[src/rtl/rv32i_types.sv]
// Shared RV32I pipeline types: decode->execute packet layout and skid buffer states.
package rv32i_types;

  localparam int ORDER_W = 64;

  typedef struct packed {
    logic [31:0]        inst;
    logic [31:0]        pc;
    logic [ORDER_W-1:0] order;
    logic               alu_m1_sel;
  } id_ex_stage_reg_t;

  // Encoding doubles as the occupancy count.
  typedef enum logic [1:0] {
    SKID_EMPTY = 2'b00,
    SKID_ONE   = 2'b01,
    SKID_FULL  = 2'b10
  } skid_state_t;

endpackage

[src/rtl/pipe_order_check.sv]
// Tracks the expected RVFI order of accepted instructions and raises a sticky
// flag on the first out-of-sequence accept.
module pipe_order_check
  import rv32i_types::*;
(
  input  logic               clk,
  input  logic               rst,
  input  logic               accept,
  input  logic [ORDER_W-1:0] order,
  input  logic               flush,
  input  logic [ORDER_W-1:0] flush_order,
  output logic               order_err
);

  logic [ORDER_W-1:0] expected_reg;
  logic               err_reg;

  // Resynchronise to the observed order so a single gap reports only once.
  always_ff @(posedge clk or posedge rst) begin
    if (rst) begin
      expected_reg <= '0;
      err_reg      <= 1'b0;
    end else if (flush) begin
      expected_reg <= flush_order;
    end else if (accept) begin
      expected_reg <= order + ORDER_W'(1);
      if (order != expected_reg) begin
        err_reg <= 1'b1;
      end
    end
  end

  assign order_err = err_reg;

endmodule

[src/rtl/id_ex_skid_buffer.sv]
// Execute-side 2-entry skid buffer for decode->execute packets, with flush,
// optional order checking and a bubble counter.
module id_ex_skid_buffer
  import rv32i_types::*;
#(
  parameter bit ORDER_CHECK = 1'b1,
  parameter int CNT_W       = 32
) (
  input  logic               clk,
  input  logic               rst,
  input  logic               id_valid,
  output logic               id_ready,
  input  id_ex_stage_reg_t   id_stage,
  output logic               ex_valid,
  input  logic               ex_ready,
  output id_ex_stage_reg_t   ex_stage,
  input  logic               flush,
  input  logic [ORDER_W-1:0] flush_order,
  output logic [1:0]         occupancy,
  output logic               order_err,
  output logic [CNT_W-1:0]   bubble_cnt
);

  skid_state_t      state_reg, state_next;
  id_ex_stage_reg_t main_reg;
  id_ex_stage_reg_t skid_reg;
  logic [CNT_W-1:0] bubble_cnt_reg;

  logic accept;
  logic pop;
  logic load_main_in;
  logic load_main_skid;
  logic load_skid;

  // Handshake outputs come straight from the state register.
  assign ex_valid  = (state_reg != SKID_EMPTY);
  assign id_ready  = (state_reg != SKID_FULL);
  assign occupancy = state_reg;
  assign ex_stage  = main_reg;

  assign accept = id_valid & id_ready & ~flush;
  assign pop    = ex_valid & ex_ready & ~flush;

  always_ff @(posedge clk or posedge rst) begin
    if (rst) begin
      state_reg <= SKID_EMPTY;
    end else begin
      state_reg <= state_next;
    end
  end

  always_comb begin
    state_next     = state_reg;
    load_main_in   = 1'b0;
    load_main_skid = 1'b0;
    load_skid      = 1'b0;
    if (flush) begin
      state_next = SKID_EMPTY;
    end else begin
      case (state_reg)
        SKID_EMPTY: begin
          if (accept) begin
            state_next   = SKID_ONE;
            load_main_in = 1'b1;
          end
        end
        SKID_ONE: begin
          if (accept && pop) begin
            load_main_in = 1'b1;
          end else if (accept) begin
            state_next = SKID_FULL;
            load_skid  = 1'b1;
          end else if (pop) begin
            state_next = SKID_EMPTY;
          end
        end
        SKID_FULL: begin
          if (pop) begin
            state_next     = SKID_ONE;
            load_main_skid = 1'b1;
          end
        end
        default: begin
          state_next = SKID_EMPTY;
        end
      endcase
    end
  end

  // Data registers move only on explicit loads; a flush leaves them untouched.
  always_ff @(posedge clk or posedge rst) begin
    if (rst) begin
      main_reg <= '0;
      skid_reg <= '0;
    end else begin
      if (load_main_in) begin
        main_reg <= id_stage;
      end else if (load_main_skid) begin
        main_reg <= skid_reg;
      end
      if (load_skid) begin
        skid_reg <= id_stage;
      end
    end
  end

  always_ff @(posedge clk or posedge rst) begin
    if (rst) begin
      bubble_cnt_reg <= '0;
    end else if (ex_ready && !ex_valid) begin
      bubble_cnt_reg <= bubble_cnt_reg + CNT_W'(1);
    end
  end

  assign bubble_cnt = bubble_cnt_reg;

  generate
    if (ORDER_CHECK) begin : gen_order_check
      pipe_order_check u_order_check (
        .clk         (clk),
        .rst         (rst),
        .accept      (accept),
        .order       (id_stage.order),
        .flush       (flush),
        .flush_order (flush_order),
        .order_err   (order_err)
      );
    end else begin : gen_no_order_check
      assign order_err = 1'b0;
    end
  endgenerate

endmodule
[config.mk]
export PLATFORM = sky130hd
export DESIGN_NAME = id_ex_skid_buffer
export DESIGN_NICKNAME = d
export VERILOG_FILES = /design/src/rtl/rv32i_types.sv /design/src/rtl/pipe_order_check.sv /design/src/rtl/id_ex_skid_buffer.sv
export SDC_FILE = /design/constraint.sdc
export NUM_CORES = 1
export LEC_CHECK = 0
export CELL_PAD_IN_SITES_DETAIL_PLACEMENT = 1
export CELL_PAD_IN_SITES_GLOBAL_PLACEMENT = 1
export CORE_MARGIN = 2
export CORE_UTILIZATION = 36
export CTS_CLUSTER_DIAMETER = 100
export DETAILED_ROUTE_END_ITERATION = 8
export HOLD_SLACK_MARGIN = 0.06
export PLACE_DENSITY = 0.75
export REMOVE_ABC_BUFFERS = 1
export SYNTH_ARGS = -nofsm -noshare
export SYNTH_HDL_FRONTEND = slang
export SYNTH_SLANG_ARGS = --single-unit
[constraint.sdc]
create_clock -name clk -period 11.9 [get_ports clk]
set_input_delay 2.38 -clock clk [delete_from_list [all_inputs] [get_ports clk]]
set_output_delay 2.38 -clock clk [all_outputs]
set_load 0.01 [all_outputs]
Yosys cells after proc, flatten, opt, wreduce, memory -nomap -nowiden
Index checks and enable logic that the tools add are counted.

word-level totals
  bits in registers = 357
  bits of input ports = 198
  word-level logic and storage cells = 57

operators by class
  $add $sub $neg = 2
  equality and inequality tests = 8
  muxes and demuxes = 21
  bitwise logic cells = 5
  reductions and logical operators = 9

operators by type and width
  kind                   count
  $mux 129               2
  $mux 64                2
  $add 64x1->64 const B  1
  $ne 64x64->1           1
  $add 32x1->32 const B  1
  $mux 2                 6
  $mux 1                 9
  $ne 3x3->1 const B     3
  $pmux 2 s3             1
  $reduce_bool 2->1      3
  $and 1x1->1            4
  $ne 4x4->1 const B     1
  $reduce_and 4->1       1
  $reduce_and 3->1       1
  $eq 2x1->1 const B     1
  $eq 2x2->1 const B     1
  $logic_and 1x1->1      2
  $logic_not 2->1        1
  $ne 2x2->1 const B     1
  $pmux 1 s2             1
  $logic_not 1->1        1
  $not 1->1              1

Depth between registers and ports, before layout
Gate-level depths: netlist (run 1).

  depth after elaboration = 8
  mapped depth = 9
  depth with buffers taken out = 7

Cells and area by module
From an unflattened synthesis (run 1), not the netlist that was laid out.

second synthesis, totals
  cell total of the unflattened synthesis = 1440
  area total of the unflattened synthesis = 16963.8 um^2

by module, submodules not included
  module             times used  cells an instance  area an instance (um^2)  sequential area each (um^2)
  id_ex_skid_buffer  1           855                11907.7                  7307.0
  pipe_order_check   1           585                5056.1                   1626.6

Worst setup path before layout (run 1)
No wires, ideal clock.

  path kind = input to register
  from = input id_stage[3] (netlist name)
  to = register gen_order_check.u_order_check.expected_reg[51]
  arrival time = 4360 ps
  required time = 11836 ps
  slack = 7476 ps
  stages on the path = 7
  path through = buf_2 > nand3_1 > nor4_4 > or4bb_1 > or4_1 > a31oi_1 > mux2_2

on the way
  longest elaborated chain between the ends = 3

RTL lines
  element               RTL line                 text
  from (decl)           id_ex_skid_buffer.sv:13  input id_ex_stage_reg_t id_stage,
  $add 64x1->64         pipe_order_check.sv:26   expected_reg <= order + ORDER_W'(1);
  $mux 64               pipe_order_check.sv:25   end else if (accept) begin
  $mux 64               pipe_order_check.sv:23   end else if (flush) begin
  to (signal assigned)  pipe_order_check.sv:24   expected_reg <= flush_order;
  to (signal assigned)  pipe_order_check.sv:26
  to (decl)             pipe_order_check.sv:15   logic [ORDER_W-1:0] expected_reg;

Every way passes these cells. The select of a mux whose other input is x is not followed.
A chain may end at the register's enable or synchronous reset.

Worst setup path in the final report (run 1)
  from = input id_stage[3] (netlist name)
  to = register gen_order_check.u_order_check.expected_reg[59]

The elaborated chain is that of the path after synthesis.

==> impl_summary.md, run 1 <==
Place
The instance area after placement is 0.0207 mm². Routability-driven placement finished with a final weighted congestion of 0.831. The total placed cells including tap cells is 2469.

Buffers placed on the I/O ports in this run total 363. The post-detailed-placement half-perimeter wirelength is 37.9 mm.

Worst setup path
The launching element type of the critical path is an input pin. In this run the critical register-to-register path is launched from occupancy[1]. In this design, the critical path's most frequently occurring cell is sky130_fd_sc_hd__nand3_1.

STA puts the critical path data required time at 12.32 ns. For the worst flop-to-flop path, the logic depth is 5. The worst setup path is captured at a flip-flop. The worst reg2reg path endpoint is skid_reg[24]. The worst setup path is of the in -> reg kind. On the critical path, the stage with the largest delay is an instance of sky130_fd_sc_hd__nor4_4.

Data on the critical path arrives at its endpoint at 5.37 ns. The largest fanout of any net on the critical path is 11. The critical path starts at id_stage[3]. In this design, the stage delay of the slowest critical-path cell is 0.73 ns.

The capture point of the critical path is gen_order_check.u_order_check.expected_reg[59]. The worst-case register-to-register setup slack is 8.82 ns. The critical path goes through clkdlybuf4s50_1 -> nand3_1 -> nor4_4 -> nand3_1 -> nor3_1 -> xnor2_1 -> o221ai_1.

Detailed routing
The total length of routed wires is 55.4 mm. The number of DRC violations after detailed routing is 0. The detail route stage leaves a number of antenna-violating nets equal to 0.

After detailed routing, the average wire length per cell comes to 21.8 µm. The detail-routed via count per cell is 5.32. The pre-antenna-repair detailed-routing pass consisted of 7 iterations. After the first detailed-routing iteration, the DRC count stood at 823.

The via total after detailed routing is 13500.

Die
The count of pins on the block boundary is 364. The core region is 0.0463 mm². The floorplan has 79 rows. The die boundary width is 220 µm.

The initial cell density of the core is 36.3%. From bottom edge to top edge, the die measures 220 µm. The floorplan step defined a die boundary enclosing 0.0484 mm².

Synthesis
The count of unique library cells instantiated by Yosys is 45. Counting flops with an async set or reset pin after synthesis yields a share of 100%. For this run, the leading register cell type out of synthesis is sky130_fd_sc_hd__dfrtp_1. The count of mapped cells out of synthesis is 1607. Summing the sequential cell areas from Yosys gives 53.2% of the chip area. During synthesis, Yosys emitted a total of 0 warnings. The mapped netlist covers 0.0168 mm².

In this run, synthesis inferred 0 flip-flops with an integrated enable. The average footprint of a synthesized cell is 10.4 µm². The number of synthesized register bits is 357.

Cells and area
The share of the core filled with cells is 47.7%. In the final layout, the multi-input gates occupy 0.00722 mm². Compared with the post-synthesis result, the final layout area differs by 31.4%. The count of filler cells inserted in the layout is 5079. The post-route non-filler standard cell count is 2542. In the final layout, the share of cells above drive strength 1 is 11.5%. Registers take 0.00893 mm². The final layout net count is 2106. The summed area of non-filler cells in the final layout is 0.0221 mm².

Timing
The normalized max-slew margin is 28.9%. Setup violations remaining at the end of the flow were counted as 0. Dividing the final minimum period by the clock period gives 41.7%.

The post-route minimum period is 4.96 ns. The number of hold violations in the final report was 0. At the pin with the least slew margin, the transition time is 1.07 ns. Static timing analysis puts the maximum clock frequency at 202 MHz. Setup total negative slack on the finished layout was measured at 0 ns. Setup repair after global routing left no endpoint under its margin. The number of max-slew violations in the final report was 0. Across the routed clock network, the largest skew measured is 0.00994 ns.

Power and ir drop
For this design the static power due to leakage is 9.53 nW. For this design the ratio of total power to cell area is 162 mW/mm². The maximum vdd ir drop is 0.0988 mV. The overall power is 0.00357 W.

Global routing
Entering global routing, the biggest net connects 160 pins. The sum of overflow across all layers after global routing is 0. The first-pass GRT wire length is 85.2 mm. The initial antenna violation count came to 3. The global-route total usage across every layer is 22.9%.

The via count of the first global-routing pass is 14200.

Clock network
The clock passes through at most 3 buffers. The count of buffers added by post-CTS timing repair for setup is 0. The clock latency at the later pin of the worst-skew pair is 0.57 ns. The H-tree was split into 2 levels. The number of clock sinks seen by CTS is 357. Counting the buffers created by CTS gives 42. The library cell used as clock root buffer is sky130_fd_sc_hd__clkbuf_16. The number of resized instances in the post-cts repair step is 0. The number of buffers inserted by hold repair at cts is 0.

TritonCTS built the clock tree. After clock tree synthesis, the clock-pin slew on the worst setup and hold paths is 0.06 ns.

Run status
The flow ran to the end, and the final reports show no timing, DRC or antenna violations.

Hold path
The path class of the tightest hold or removal check is reg -> reg.

Flow run
The count of max-cap constraint violations is 0.
[placed cells by master (no fill, tap or decap), types with 3 or more instances in the layout]
cell type                           n
sky130_fd_sc_hd__xor2_1            91
sky130_fd_sc_hd__clkbuf_1           9
sky130_fd_sc_hd__bufinv_16          3
sky130_fd_sc_hd__nor4_1            20
sky130_fd_sc_hd__dfrtp_1          357
sky130_fd_sc_hd__clkbuf_16         43
sky130_fd_sc_hd__nor3b_1           26
sky130_fd_sc_hd__clkbuf_8           5
sky130_fd_sc_hd__nand4_1           29
sky130_fd_sc_hd__nand3_1           35
sky130_fd_sc_hd__a22oi_1          129
sky130_fd_sc_hd__clkdlybuf4s50_1  362
sky130_fd_sc_hd__mux2_2           127
sky130_fd_sc_hd__or3_1              6
sky130_fd_sc_hd__o31ai_1            4
sky130_fd_sc_hd__o21ai_0           48
sky130_fd_sc_hd__and3_2             3
sky130_fd_sc_hd__buf_4             16
sky130_fd_sc_hd__diode_2            3
sky130_fd_sc_hd__a21oi_1           38
sky130_fd_sc_hd__nor2_1            38
sky130_fd_sc_hd__nand2b_1           3
sky130_fd_sc_hd__mux2i_1           11
sky130_fd_sc_hd__inv_1              8
sky130_fd_sc_hd__o221ai_1          17
sky130_fd_sc_hd__and4_1            14
sky130_fd_sc_hd__nor3_1            23
sky130_fd_sc_hd__clkinv_2           8
sky130_fd_sc_hd__nand2_1          358
sky130_fd_sc_hd__and3_1            15
sky130_fd_sc_hd__xnor2_1           57
sky130_fd_sc_hd__or2_2              3
[worst max-delay path, delay by kind of cell]
| kind | cells | cell delay [ns] |
|---|---|---|
| compound gates | 1 | 0.13 |
| buf+inv | 1 | 0.66 |
| xor+xnor | 1 | 0.16 |
| simple gates | 4 | 2.02 |
[logic make-up after synthesis]
| kind of cell | count (synthesis) | share of synthesized area (%) |
|---|---|---|
| XOR/XNOR | 148 | 7.72 |
| adder cells (fa/ha/maj) | 2 | 0.149 |
| AND/OR/NAND/NOR | 588 | 16.2 |
| flip-flops | 357 | 53.2 |
| AO/OA/AOI/OAI | 241 | 9.62 |
| buffers and inverters | 133 | 3.90 |
| multiplexers | 138 | 9.18 |
[synth_stat cells, drive strengths merged (2+ instances only)]
| library cell | count | share of area, % |
|---|---|---|
| or2 | 3 | 0.11 |
| xor2 | 91 | 4.7 |
| inv | 9 | 0.20 |
| nor2 | 39 | 0.87 |
| a22oi | 129 | 5.8 |
| nor4 | 21 | 0.87 |
| o21a | 2 | 0.089 |
| nand2b | 3 | 0.11 |
| mux2i | 11 | 0.66 |
| o31ai | 4 | 0.18 |
| and3 | 18 | 0.69 |
| mux2 | 127 | 8.5 |
| buf | 22 | 0.99 |
| o221ai | 17 | 0.89 |
| clkbuf | 102 | 2.7 |
| nand4 | 30 | 1.2 |
| o21ai | 48 | 1.4 |
| nand3 | 35 | 1.0 |
| xnor2 | 57 | 3.0 |
| or4 | 2 | 0.11 |
| or3 | 6 | 0.22 |
| nand2 | 359 | 8.0 |
| and4 | 15 | 0.79 |
| nor2b | 2 | 0.075 |
| nor3 | 24 | 0.72 |
| ha | 2 | 0.15 |
| and2 | 3 | 0.12 |
| a21oi | 38 | 1.1 |
| nor3b | 27 | 1.2 |
| dfrtp | 357 | 53 |
[layer usage]
metal | share of wire (%) | vias to the layer above | routed length [µm] | GRT usage [%]
met2 | 49 | 327 | 26900 | 38.1
met5 | 0.054 | - | 30 | 0
met4 | 2.0 | 4 | 1090 | 5.77
li1 | - | 6173 | - | -
met1 | 43 | 6937 | 23900 | 30.0
met3 | 6.2 | 76 | 3430 | 5.53
[worst min path at each step]
| stage | end | startpoint | depth (start not counted) | slack [ns] |
|---|---|---|---|---|
| after floorplan | skid_reg[32] | skid_reg[32] | 2 | 0.45 |
| after global placement | ex_stage[99] | ex_stage[99] | 2 | 0.46 |
| after detailed placement | ex_stage[58] | ex_stage[58] | 2 | 0.46 |
| after CTS | ex_stage[58] | ex_stage[58] | 2 | 0.48 |
| after global routing | ex_stage[18] | ex_stage[18] | 2 | 0.50 |
| final | ex_stage[107] | ex_stage[107] | 2 | 0.47 |
[power by group]
group	total [W]	leakage (nW)	internal, W	switching (W)
Combinational	0.000707	4.45	0.000381	0.000325
Clock	0.00127	0.655	0.000754	0.000518
Sequential	0.00159	4.42	0.00145	0.000139
[per-stage QoR]
stage               hold WS, ns  worst slack [ns]
finish                    0.474              6.94
global route              0.502              6.58
CTS                       0.476              6.85
detailed placement        0.461              6.25
global placement          0.456              6.33
floorplan                 0.451             -6.36
[cell type report]
type                       instances  area share [%]
clock inverter                    13           0.664
multi-input combinational       1117            32.7
sequential                       357            40.5
tap                              607            3.44
clock buffer                      57            5.34
inverter                           9           0.187
timing repair buffer             379            17.1
antenna                            3          0.0340
Note: power is estimated with default switching activity, not from simulation.
==> run 2: changes to the inputs <==
- PLACE_DENSITY: 0.75 -> 0.72
- clock period: 11.9 -> 5 ns (I/O delays scaled with it)
==> impl_summary.md, run 2 (same netlist as run 1, synthesis figures left out) <==
Global routing
The global-route total usage across every layer came to 23.2% (+0.32 points). The first-pass GRT wire length came to 86.4 mm (+1.4%). The via count of the first global-routing pass is 14500 (+1.5%).

The sum of overflow across all layers after global routing is 0 (unchanged). The initial antenna violation count is 4 (+1). The pin count of the biggest net entering global routing came to 115 (-28%).

Detailed routing
The number of DRC violations after detailed routing is 0 (unchanged). The remaining number of nets flagged by the antenna check after routing was 0 (unchanged). The detail-routed via count per cell is 5.33 (+0.23%). The detail-routed net length per standard cell is 22.1 µm (+1.3%). The total length of routed wires is 56.2 mm (+1.4%). The initial DRC count is 748 (-9.1%). The length of the first detailed-routing pass in iterations came to 5 (-2).

The via total after detailed routing came to 13600 (+0.35%).

Timing
The worst path setup slack after routing came to 1.42 ns (-5.52 ns). The maximum frequency from static timing analysis is 279 MHz. The number of max-slew violations in the final report is 0 (unchanged). The post-route minimum period is 3.58 ns. After layout, the worst path uses 71.6% of the clock period. The total negative slack for setup checks is 0 ns (unchanged). The worst clock skew on the final layout came to 0.0201 ns (+0.0102 ns). The count of final setup violators came to 0 (unchanged). The measured slew at the worst slew-check pin is 1.13 ns (+0.0622 ns).

The number of hold violations in the final report was 0 (unchanged). Setup repair after global routing left no endpoint under its margin. The normalized max-slew margin is 24.7% (-4.1 points).

Place
The pre-CTS setup slack is 0.785 ns (-5.47 ns). The count of input and output buffers came to 363 (unchanged). The post-detailed-placement half-perimeter wirelength was 38.6 mm (+1.7%).

The weighted congestion at the end of routability-driven global placement is 0.805 (-3.1%).

Worst setup path
The logic depth of the worst register-to-register path came to 5 (unchanged). The data arrival time at the worst-slack endpoint is 3.99 ns (-1.38 ns). Among all stages on the critical path, the largest delay is contributed by sky130_fd_sc_hd__clkdlybuf4s50_1.

The launching element type of the critical path is an input pin. The largest fanout of any net on the critical path is 11 (unchanged). The delay of the slowest cell on the worst path is 0.66 ns (-0.07 ns). The most frequent cell on the critical path is sky130_fd_sc_hd__nand3_1. STA classifies the critical path endpoint as a flip-flop. The category of the most critical setup path is in -> reg. The worst endpoint required time came to 5.41 ns (-6.91 ns). Traced cell by cell, the critical path runs through clkdlybuf4s50_1 -> nand3_1 -> nor4_4 -> buf_4 -> nand3_1 -> nor3_1 -> xnor2_1 -> o221ai_1.

Cells and area
Leaving out fill and tap cells, the most frequent cells in the layout are 362 x sky130_fd_sc_hd__clkdlybuf4s50_1, 358 x sky130_fd_sc_hd__nand2_1, 357 x sky130_fd_sc_hd__dfrtp_1, 129 x sky130_fd_sc_hd__a22oi_1, 127 x sky130_fd_sc_hd__mux2_2. The final layout net count is 2108 (+0.095%). The area growth from synthesis to layout is 31.6%. The count of filler cells inserted in the layout was 5005 (-1.5%). The share of the core filled with cells was 47.7% (+0.076 points). The library cell used most frequently in the layout, excluding fill and tap cells, is sky130_fd_sc_hd__clkdlybuf4s50_1. The share of cells above drive strength 1 is 11.7% (+0.18 points).

Die
The floorplan core area was 0.0463 mm² (unchanged). The number of rows created at floorplan is 79 (unchanged). The initial cell density of the core is 36.3% (unchanged).

The count of pins on the block boundary is 364 (unchanged). The die boundary width is 220 µm (unchanged). The overall die area is 0.0484 mm² (unchanged). The vertical extent of the die is 220 µm (unchanged).

Clock network
The clock latency at the later pin of the worst-skew pair is 0.56 ns (about the same). The CTS buffer count came to 41 (-2.4%). The count of buffers added by post-CTS timing repair for setup was 0 (unchanged). The number of buffers on the longest clock path is 3 (unchanged). The CTS clock-pin slew for the worst setup and hold paths is 0.06 ns (about the same). The tree is rooted in a sky130_fd_sc_hd__clkbuf_16.

The number of buffers inserted by hold repair at cts was 0 (unchanged). The number of clock sinks seen by CTS is 357 (unchanged). The level count of the clock H-tree was 2 (unchanged). TritonCTS built the clock tree. The number of resized instances in the post-cts repair step is 0 (unchanged).

Hold path
The worst hold path belongs to the class reg -> reg. The instance count along the most critical hold path is 2 (unchanged).

Power and ir drop
The cell leakage power came to 9.54 nW (+0.13%). The maximum vdd ir drop is 0.239 mV (+140%). The power per cell area was 380 mW/mm² (+130%).

Run status
The flow ran to the end, and the final reports show no timing, DRC or antenna violations.

Flow run
The count of max-cap constraint violations is 0 (unchanged).
run 2: cell count changes in the layout (fill, tap and decap cells not counted), sizes merged:
cell | previous run | this run
clkbuf | 57 | 59
inv | 10 | 11
diode | 3 | 1
bufinv | 3 | 1
buf | 17 | 20
clkinvlp | 1 | 2
run 2: power breakdown:
part	switching [W]	internal, W	total, W
Combinational	0.000794	0.000914	0.00171
Sequential	0.000328	0.00345	0.00378
Clock	0.00123	0.00168	0.00291
run 2: critical path: cells and delay by family:
family	cells	cell delay, ns
compound gates	1	0.13
xor+xnor	1	0.16
buf+inv	2	0.91
simple gates	4	1.78
run 2: path summary, 6_finish.rpt:
check	end	startpoint	slack, ns
hold / removal	ex_stage[55]	ex_stage[55]	0.47
max in group asynchronous	bubble_cnt[29]	rst	2.94
setup reg to reg	bubble_cnt[16]	occupancy[0]	2.53
setup / recovery	gen_order_check.u_order_check.expected_reg[59]	id_stage[3]	1.42
hold reg to reg	ex_stage[55]	ex_stage[55]	0.47
min in group asynchronous	ex_stage[47]	rst	1.00
run 2: layout make-up:
class	instances	area (µm²)	area share [%]
multi-input cells	1117	7220	32.7
well taps	607	759	3.44
repair buffers	382	3850	17.4
clock inverters	13	106	0.482
inverters	9	41.3	0.187
clock buffers	59	1170	5.31
flip-flops and latches	357	8930	40.4
diodes	1	2.50	0.0113
run 2: routing by layer:
layer	global-route usage, %	vias to the layer above	wire (µm)
li1	-	6166	-
met1	30.9	6980	25200
met2	38.4	332	26500
met3	5.22	78	3130
met4	5.77	8	1260
met5	0	-	48
run 2: through the flow:
step / instances / hold slack, ns / total power, W / instance area, µm²
6_report: 2545 / 0.472 / 0.00840 / 22100
5_1_grt: 2544 / 0.497 / 0.00884 / 22100
4_1_cts: 2544 / 0.478 / 0.00852 / 22100
3_5_place_dp: 2472 / 0.461 / 0.00554 / 20800
3_3_place_gp: 2472 / 0.457 / 0.00545 / 20800
2_1_floorplan: 1483 / 0.451 / 0.00457 / 16200
==> run 3: changes to the inputs <==
- PLACE_DENSITY: 0.72 -> 0.75
- clock period: 5 -> 2.9 ns (I/O delays scaled with it)
==> impl_summary.md, run 3 (same netlist as run 1, synthesis figures left out) <==
Timing
The count of final setup violators was 0 (unchanged). The post-route minimum period is 2.55 ns. The measured slew at the worst slew-check pin is 0.568 ns (-0.561 ns).

The number of max-slew violations in the final report came to 0 (unchanged). The total negative slack for setup checks is 0 ns (unchanged). The number of hold violations in the final report was 0 (unchanged). The worst path setup slack after routing is 0.350 ns (-1.07 ns). For this run, the top clock speed supported by timing is 392 MHz.

Setup repair after global routing left no endpoint under its margin. The normalized max-slew margin is 62.1% (+37 points). The worst clock skew on the final layout is 0.0150 ns (-0.00514 ns). The share of the cycle needed by the critical path after routing is 87.9%.

Cells and area
The final layout net count is 2219 (+5.3%). The share of the core filled with cells came to 50.1% (+2.4 points). The share of cells above drive strength 1 is 16.8% (+5.2 points). The count of filler cells inserted in the layout is 5067 (+1.2%). The library cells used most frequently in the layout, excluding fill and tap cells, are 362 x sky130_fd_sc_hd__clkdlybuf4s50_1, 358 x sky130_fd_sc_hd__nand2_1, 357 x sky130_fd_sc_hd__dfrtp_1, 129 x sky130_fd_sc_hd__a22oi_1, 127 x sky130_fd_sc_hd__mux2_2. From synthesis to final layout, the design area changed by 38.1%. Leaving out fill and tap cells, the most frequent cell in the layout is sky130_fd_sc_hd__clkdlybuf4s50_1.

Clock network
The number of buffers on the longest clock path is 3 (unchanged). The number of clock sinks seen by CTS is 357 (unchanged). The level count of the clock H-tree is 2 (unchanged). The CTS tree is done. The number of resized instances in the post-cts repair step is 0 (unchanged). The CTS clock-pin slew for the worst setup and hold paths was 0.06 ns (about the same). The number of buffers inserted by hold repair at cts is 0 (unchanged).

The library cell used as clock root buffer is sky130_fd_sc_hd__clkbuf_16. The clock latency at the later pin of the worst-skew pair came to 0.57 ns (about the same). The CTS buffer count is 43 (+4.9%).

The count of buffers added by post-CTS timing repair for setup was 0 (unchanged).

Detailed routing
The length of the first detailed-routing pass in iterations is 5 (unchanged). The via total after detailed routing is 14100 (+4.1%). The total length of routed wires is 59.0 mm (+5.0%). The detail-routed via count per cell is 5.30 (-0.56%). The detail-routed net length per standard cell came to 22.1 µm (+0.26%).

The initial DRC count is 858 (+15%). The remaining number of nets flagged by the antenna check after routing came to 0 (unchanged). The number of DRC violations after detailed routing is 0 (unchanged).

Worst setup path
The data arrival time at the worst-slack endpoint is 3.07 ns (-0.92 ns). The worst endpoint required time is 3.42 ns (-1.99 ns). The worst setup path is captured at a flip-flop. The launching element type of the critical path is an input pin. The category of the most critical setup path is in -> reg. The largest fanout of any net on the critical path is 4 (-7).

Power and ir drop
The switching power total is 0.00420 W (+78%). The cell leakage power is 10.2 nW (+6.8%). The switching part of the total is 27.9% (-0.13 points).

The portion of total power attributed to combinational logic was 20.3% (about the same). The maximum vdd ir drop is 0.517 mV (+120%). The internal power consumption is 0.0109 W (+80%). The part of the power in the clock network is 36.4% (+1.7 points). The relative contribution of sequential cells to total power is 43.3% (-1.7 points). The power per cell area is 649 mW/mm² (+71%).

Global routing
The via count of the first global-routing pass is 15000 (+3.5%). The sum of overflow across all layers after global routing is 0 (unchanged). The first-pass GRT wire length was 89.6 mm (+3.7%). The global-route total usage across every layer is 24.2% (+0.98 points).

The initial antenna violation count came to 7 (+3). The pin count of the biggest net entering global routing is 128 (+11%).

Place
The count of input and output buffers was 363 (unchanged). The weighted congestion at the end of routability-driven global placement was 0.845 (+4.9%). The pre-CTS setup slack came to -0.237 ns (-1.02 ns). The post-detailed-placement half-perimeter wirelength is 41.9 mm (+8.6%).

Die
The vertical extent of the die is 220 µm (unchanged). The overall die area is 0.0484 mm² (unchanged). The count of pins on the block boundary is 364 (unchanged). The initial cell density of the core is 36.3% (unchanged). The number of rows created at floorplan was 79 (unchanged). The die boundary width is 220 µm (unchanged). The floorplan core area was 0.0463 mm² (unchanged).

Run status
The run finished with clean final reports.

Flow run
The count of max-cap constraint violations came to 0 (unchanged).

Hold path
In this run the worst hold path is classified as in -> reg.
## run 3: changes by cell type in the layout (fill, tap and decap cells not counted)
cell / delta
sky130_fd_sc_hd__clkbuf_8: +1
sky130_fd_sc_hd__buf_4: +100
sky130_fd_sc_hd__clkbuf_1: -3
sky130_fd_sc_hd__clkbuf_16: +2
sky130_fd_sc_hd__inv_6: +2
sky130_fd_sc_hd__clkinv_2: +2
sky130_fd_sc_hd__diode_2: +3
sky130_fd_sc_hd__buf_12: +9
sky130_fd_sc_hd__bufinv_16: +2
sky130_fd_sc_hd__clkinv_4: +2
## run 3: stage by stage
step / power (W) / hold WS [ns] / instances / area (µm²)
6_report: 0.0151 / 0.291 / 2665 / 23200
5_1_grt: 0.0158 / 0.289 / 2665 / 23200
4_1_cts: 0.0153 / 0.258 / 2661 / 23200
3_5_place_dp: 0.00968 / 0.462 / 2581 / 21700
3_3_place_gp: 0.00950 / 0.457 / 2581 / 21700
2_1_floorplan: 0.00788 / 0.451 / 1483 / 16200
## run 3: power groups by stage
| stage | clock, W | combinational (W) | sequential, W |
|---|---|---|---|
| finish | 0.00547 | 0.00306 | 0.00652 |
| global route | 0.00582 | 0.00333 | 0.00664 |
| CTS | 0.00562 | 0.00311 | 0.00652 |
| detailed placement | 0 | 0.00308 | 0.00659 |
| global placement | 0 | 0.00298 | 0.00651 |
| floorplan | 0 | 0.00125 | 0.00663 |
## run 3: cell type report
class / count / area, µm² / share of cell area [%]
Sequential cell: 357 / 8930 / 38.5
Antenna cell: 4 / 10.0 / 0.0432
Timing Repair Buffer: 491 / 4780 / 20.6
Inverter: 9 / 41.3 / 0.178
Tap cell: 607 / 759 / 3.28
Multi-Input combinational cell: 1117 / 7220 / 31.1
Clock inverter: 21 / 211 / 0.912
Clock buffer: 59 / 1230 / 5.29
## run 3: final timing paths
| kind | cells past startpoint | from | to | slack [ns] |
|---|---|---|---|---|
| worst max-delay path | 7 | id_stage[32] | gen_order_check.u_order_check.expected_reg[51] | 0.35 |
| worst min-delay path | 2 | flush | occupancy[1] | 0.29 |
| worst max register to register | 7 | occupancy[0] | ex_stage[49] | 0.92 |
| worst min register to register | 2 | ex_stage[22] | ex_stage[22] | 0.47 |
| max in group asynchronous | 3 | rst | bubble_cnt[7] | 1.70 |
| min in group asynchronous | 2 | rst | skid_reg[44] | 0.46 |
## run 3: metal layers
layer	GRT usage, %	part of all wire [%]
met1	31.8	43
met2	40.7	49
met3	4.40	5.3
met4	7.09	2.6
met5	0	0.064
## run 3: worst max-delay path: stages
cell,delay (ns)
sky130_fd_sc_hd__clkdlybuf4s50_1,0.58
sky130_fd_sc_hd__nand4_2,0.13
sky130_fd_sc_hd__or4_4,0.52
sky130_fd_sc_hd__or3_1,0.39
sky130_fd_sc_hd__or4_1,0.52
sky130_fd_sc_hd__a31oi_1,0.18
sky130_fd_sc_hd__mux2_2,0.16
